### src/rtl/hazard_ctrl.sv
// ----------------------------------------------------------------------------
// hazard_ctrl
//   Pipeline sequencing for the 5-stage IF/ID/EX/MEM/WB core.
//   It keeps a small history of the instructions in EX, MEM and WB and checks
//   the ID instruction for read-after-write hazards against that history.
//   From this it drives the PC and IF/ID enables, ID/EX bubbles, branch
//   flushes and the ALU forwarding-mux selects.
//   Hazard stall cycles are counted in a saturating performance counter.
//
// Parameters
//   FORWARD_EN  1: forward from EX/MEM/WB and stall only on load-use
//               0: no forwarding, interlock on EX or MEM producers
//   CNT_W       width of stall_cnt
//
// Ports
//   clk          in   1      rising-edge clock
//   rst          in   1      asynchronous, active-high reset
//   id_instr     in   16     ID instruction: opcode[15:12] rd[11:9] rs[8:6] rt[5:3]
//   id_valid     in   1      id_instr holds a real instruction
//   ex_br_taken  in   1      branch in EX resolved taken this cycle
//   ext_stall    in   1      memory wait, freezes the whole pipeline
//   pc_en        out  1      PC load enable
//   ifid_en      out  1      IF/ID load enable
//   ifid_flush   out  1      clear IF/ID to NOP
//   idex_bubble  out  1      load a NOP into ID/EX
//   fwd_a_sel    out  2      ALU src A: 00 RF, 01 EX/MEM, 10 MEM/WB, 11 WB result
//   fwd_b_sel    out  2      ALU src B / store data, same encoding
//   stall_cnt    out  CNT_W  saturating count of hazard stall cycles
// ----------------------------------------------------------------------------
module hazard_ctrl #(
    parameter bit FORWARD_EN = 1'b1,
    parameter int CNT_W      = 16
) (
    input  logic             clk,
    input  logic             rst,
    input  logic [15:0]      id_instr,
    input  logic             id_valid,
    input  logic             ex_br_taken,
    input  logic             ext_stall,
    output logic             pc_en,
    output logic             ifid_en,
    output logic             ifid_flush,
    output logic             idex_bubble,
    output logic [1:0]       fwd_a_sel,
    output logic [1:0]       fwd_b_sel,
    output logic [CNT_W-1:0] stall_cnt
);

    typedef struct packed {
        logic       valid;
        logic       writes;
        logic       is_load;
        logic [2:0] rd;
    } slot_t;

    typedef struct packed {
        logic       stall;
        logic [1:0] sel;
    } src_res_t;

    slot_t ex_slot, mem_slot, wb_slot;
    slot_t id_slot;

    logic [3:0] opcode;
    logic [2:0] rd, rs, rt, src_b;
    logic       use_a, use_b;
    logic       hazard;
    src_res_t   res_a, res_b;

    // The low three bits are a function field the hazard logic never looks at.
    logic unused_funct;
    assign unused_funct = ^id_instr[2:0];

    assign opcode = id_instr[15:12];
    assign rd     = id_instr[11:9];
    assign rs     = id_instr[8:6];
    assign rt     = id_instr[5:3];

    // Stores and compare-type ops (1011/1100) read rd as their second operand.
    assign src_b = (opcode == 4'b1011 || opcode == 4'b1100) ? rd : rt;

    assign use_a = id_valid &&
                   ((opcode >= 4'b0001 && opcode <= 4'b1100) || opcode == 4'b1111);
    assign use_b = id_valid &&
                   ((opcode >= 4'b0001 && opcode <= 4'b1000) ||
                    opcode == 4'b1011 || opcode == 4'b1100);

    always_comb begin
        id_slot.valid   = 1'b1;
        id_slot.writes  = !(opcode == 4'b0000 || (opcode >= 4'b1011 && opcode <= 4'b1110))
                          && (rd != 3'd0);
        id_slot.is_load = (opcode == 4'b1010);
        id_slot.rd      = rd;
    end

    function automatic logic hit(input slot_t s, input logic [2:0] r);
        return s.valid && s.writes && (s.rd == r);
    endfunction

    // EX has priority over MEM over WB: the youngest producer holds the live value.
    function automatic src_res_t resolve(input logic used, input logic [2:0] r,
                                         input slot_t ex_s, input slot_t mem_s,
                                         input slot_t wb_s);
        src_res_t res;
        res = '0;
        if (used) begin
            if (FORWARD_EN) begin
                if (hit(ex_s, r)) begin
                    // Load data is not available until MEM/WB, so it cannot forward yet.
                    if (ex_s.is_load) res.stall = 1'b1;
                    else              res.sel   = 2'b01;
                end else if (hit(mem_s, r)) begin
                    res.sel = 2'b10;
                end else if (hit(wb_s, r)) begin
                    res.sel = 2'b11;
                end
            end else if (hit(ex_s, r) || hit(mem_s, r)) begin
                // WB producers need no stall: the register file writes before it reads.
                res.stall = 1'b1;
            end
        end
        return res;
    endfunction

    assign res_a  = resolve(use_a, rs,    ex_slot, mem_slot, wb_slot);
    assign res_b  = resolve(use_b, src_b, ex_slot, mem_slot, wb_slot);
    assign hazard = res_a.stall || res_b.stall;

    // Priority: reset, memory wait, taken branch (stalled ID is wrong-path), hazard.
    always_comb begin
        // NOTE: every output gets a default first so no path can infer a latch.
        pc_en       = 1'b1;
        ifid_en     = 1'b1;
        ifid_flush  = 1'b0;
        idex_bubble = 1'b0;
        fwd_a_sel   = res_a.sel;
        fwd_b_sel   = res_b.sel;
        if (rst) begin
            pc_en       = 1'b0;
            ifid_en     = 1'b0;
            ifid_flush  = 1'b1;
            idex_bubble = 1'b1;
            fwd_a_sel   = 2'b00;
            fwd_b_sel   = 2'b00;
        end else if (ext_stall) begin
            pc_en   = 1'b0;
            ifid_en = 1'b0;
        end else if (ex_br_taken) begin
            ifid_flush  = 1'b1;
            idex_bubble = 1'b1;
        end else if (hazard) begin
            pc_en       = 1'b0;
            ifid_en     = 1'b0;
            idex_bubble = 1'b1;
        end
    end

    always_ff @(posedge clk or posedge rst) begin
        if (rst) begin
            ex_slot   <= '0;
            mem_slot  <= '0;
            wb_slot   <= '0;
            stall_cnt <= '0;
        end else if (!ext_stall) begin
            // NOTE: non-blocking assignments let the three slots shift in one edge
            // without each stage seeing its predecessor's new value.
            wb_slot  <= mem_slot;
            mem_slot <= ex_slot;
            ex_slot  <= (id_valid && !idex_bubble) ? id_slot : '0;
            if (hazard && !ex_br_taken && stall_cnt != '1)
                stall_cnt <= stall_cnt + 1'b1;
        end
    end

endmodule

### config.mk
export PLATFORM = sky130hd
export DESIGN_NAME = hazard_ctrl
export DESIGN_NICKNAME = d
export VERILOG_FILES = /design/src/rtl/hazard_ctrl.sv
export SDC_FILE = /design/constraint.sdc
export NUM_CORES = 1
export LEC_CHECK = 0
export ABC_AREA = 1
export CORE_MARGIN = 1
export CORE_UTILIZATION = 45
export DETAILED_ROUTE_END_ITERATION = 6
export HOLD_SLACK_MARGIN = 0.15
export PLACE_DENSITY = 0.71
export SYNTH_ARGS = -nofsm -noshare
export SYNTH_HDL_FRONTEND = slang
export SYNTH_SLANG_ARGS = --single-unit
export TNS_END_PERCENT = 1
### constraint.sdc
create_clock -name clk -period 2.9 [get_ports clk]
set_input_delay 0.58 -clock clk [delete_from_list [all_inputs] [get_ports clk]]
set_output_delay 0.58 -clock clk [all_outputs]
set_load 0.03 [all_outputs]
==> results.ini <==
[outcome]
status=finished clean

[global_route]
gr-usage-all-layers=0.224
grt_max_degree=33
grt_pass1_vias=1984
antenna_found_initial=0
grt_first_pass_wirelength_um=9070
overflow=0

[floorplanning]
num_rows=25
fp.dieH_um=72.7
core_mm2=0.00475
die_area_mm2=0.00529
start_util=0.474
pin_count=45
die_x_um=72.7

[worst_setup_path]
cp_max_fo=2
critical_path_class=in2out
reg2reg_slack_ps=820
critPathSlowestCell=clkdlybuf4s50_1
crit_path_cell_trace=clkdlybuf4s50_1 -> xor2_1 -> or3_4 -> nor2_4 -> nand2_2 -> a21oi_4 -> nor3_4 -> buf_4
end_kind=output pin
r2r_end=stall_cnt[15]
crit_arrival_ps=2260
cp_num_buf_inv=2
r2r_start=stall_cnt[0]
setup.worst_path.start_class=primary input
reg2reg_depth=7
path_delay_family=simple AND/OR/NAND/NOR gates
worstPathRequired_ps=2320
cpPeakStageDelay_ps=450

[timing]
min_period_ps=2840
hold_viol=0
max_freq_mhz=353
period_share=0.978
final.setup_skew_ps=5.56
slew_violations=0
maxSlewHeadroom=0.692
tightest_slew_ps=460
setup_violations=0
finalSetupTns_ps=0

[hold_path]
holdPathStages=2
hold_end=wb_slot[4]
hp-class=reg2reg
hp-start=wb_slot[4]

[layout]
finish.net_count=399
n_antenna_cell=0
fin_cells=442
mostFrequentLayoutCells=nand2_1 (103), inv_1 (34), dfrtp_1 (32), clkdlybuf4s50_1 (30), buf_4 (30)
layout_commonest_cell=nand2_1
layout-drive-gt1-share=0.179
area_growth_pct=32.6
utilization=0.628

[clock_tree]
cts_tree=done
clkTransAtPathRegs_ps=60
cts_buffers=5
htreeDepth=2
cts_buffer_depth=2
cts_root_buf=clkbuf_8
cts_hold_buffers=0
cts.sinks=32
clk_latency_ps=290

[placement]
place.gp.congestion=0.862
port-buffer-count=41
dp.cells=434
dp_hpwl_um=4170

[routing]
wl_met2_um=2480
wl_met3_um=252
ant_nets=0
viasPerCell=5.01
wl_met1_um=2690
drc=0
avgRoutedWirePerCell_um=12.4
vias=2214
first_pass_iters=4
initialDrtViolationCount=131
drt_wl_total_um=5490
highest_layer=met4

[yosys]
syn-num-nets=335
synth_cell_types=33
avgSynthCellArea_um2=7.20
seq_area_frac_synth=0.356
yosysWarnings=0
synth_cells=313
ys_ff_latch=32
synth_area_mm2=0.00225

[pwr]
leakage_nw=1.52
power_mw=0.952
peakVddDrop_mv=0.286
power_per_cell_area_mw_per_mm2=319

[job]
maxCapViolations=0

## sequential cells by signal, summed over array words and instances (netlist names)
| signal | cells |
|---|---|
| mem_slot | 5 |
| ex_slot | 6 |
| wb_slot | 5 |
| stall_cnt | 16 |
## how the worst max path moves through the flow
stage	from	endpoint	slack [ps]	cells past startpoint
2_1_floorplan	id_instr[13]	pc_en	80	13
3_3_place_gp	id_instr[15]	fwd_b_sel[0]	-210	14
3_5_place_dp	id_instr[15]	fwd_b_sel[0]	-220	14
4_1_cts	id_instr[7]	ifid_en	20	8
5_1_grt	id_instr[7]	pc_en	-7	8
6_report	id_instr[7]	ifid_en	60	8
## area by class of cell
| type | count | area (µm²) |
|---|---|---|
| clock buffer | 5 | 68.8 |
| sequential | 32 | 801 |
| multi-input combinational | 237 | 1330 |
| timing repair buffer | 65 | 566 |
| fill | 415 | 1770 |
| tap | 67 | 83.8 |
| inverter | 36 | 135 |
## Yosys cell counts
cell       instances  share of area
nor2_1            17          0.028
nor3b_1            1         0.0033
inv_1             34          0.057
nor3_1             7          0.016
nand4_4            2          0.019
buf_6              2          0.010
nand2_2            7          0.019
nand4_1           22          0.061
xnor2_1            5          0.019
ha_1               1         0.0056
a31oi_1            1         0.0028
o21ai_0           11          0.024
nand2_4            2          0.010
inv_2              2         0.0033
or3_1              1         0.0028
nand3b_1           1         0.0033
o21ai_1            1         0.0022
a2111oi_0          1         0.0039
nor4_1             4          0.011
nand3_1           14          0.031
a21oi_1            6          0.013
xor2_1            17          0.066
clkbuf_1           5         0.0083
a211oi_1           1         0.0033
dfrtp_1           32           0.36
nor2_4             2          0.010
buf_4              1         0.0033
nand2_1          105           0.18
a21oi_4            1         0.0072
nor2_2             3         0.0083
nand3_2            2         0.0089
o31ai_1            1         0.0033
and3b_1            1         0.0039
## routing by layer
metal,up-vias,track usage
li1,1144,-
met1,1027,0.301
met2,37,0.363
met3,6,0.0483
met4,0,0.0675
met5,-,0
## where the power goes
group / leakage (nW) / internal (mW) / total [mW] / switching [mW]
sequential: 0.441 / 0.461 / 0.473 / 0.0121
combinational: 1.05 / 0.0740 / 0.176 / 0.102
clock: 0.0359 / 0.154 / 0.303 / 0.149
## per-stage QoR
step / hold slack [ps] / cell area [µm²] / setup WS (ps)
finish: 484 / 2990 / 63.5
global route: 509 / 2990 / -7.19
CTS: 485 / 2940 / 24.5
detailed placement: 469 / 2840 / -223
global placement: 466 / 2840 / -211
floorplan: 449 / 2260 / 83.0
## worst reg2reg max path, cell delays in order (launching register included)
cell,delay [ps]
dfrtp_1,410
ha_1,270
nand3_1,200
nor2_1,250
nand3b_1,380
nand4_4,370
nand2_1,80
nand2_1,80
## cells by family (layout without fill, tap and decap cells)
| group | after synthesis | after routing | synth area share |
|---|---|---|---|
| XOR/XNOR | 22 | 22 | 0.0856 |
| buffers and inverters | 44 | 106 | 0.0817 |
| flip-flops | 32 | 32 | 0.356 |
| AND/OR/NAND/NOR | 191 | 191 | 0.411 |
| adder cells (fa/ha/maj) | 1 | 1 | 0.00555 |
| AO/OA/AOI/OAI | 23 | 23 | 0.0606 |
## what timing repair did
item,4_1_cts,5_1_grt
gates resized for setup,7,18
gates cloned,0,0
setup buffers,3,0
setup endpoints to repair,5,7
pin swaps,11,7
Note: power is estimated with default switching activity, not from simulation.
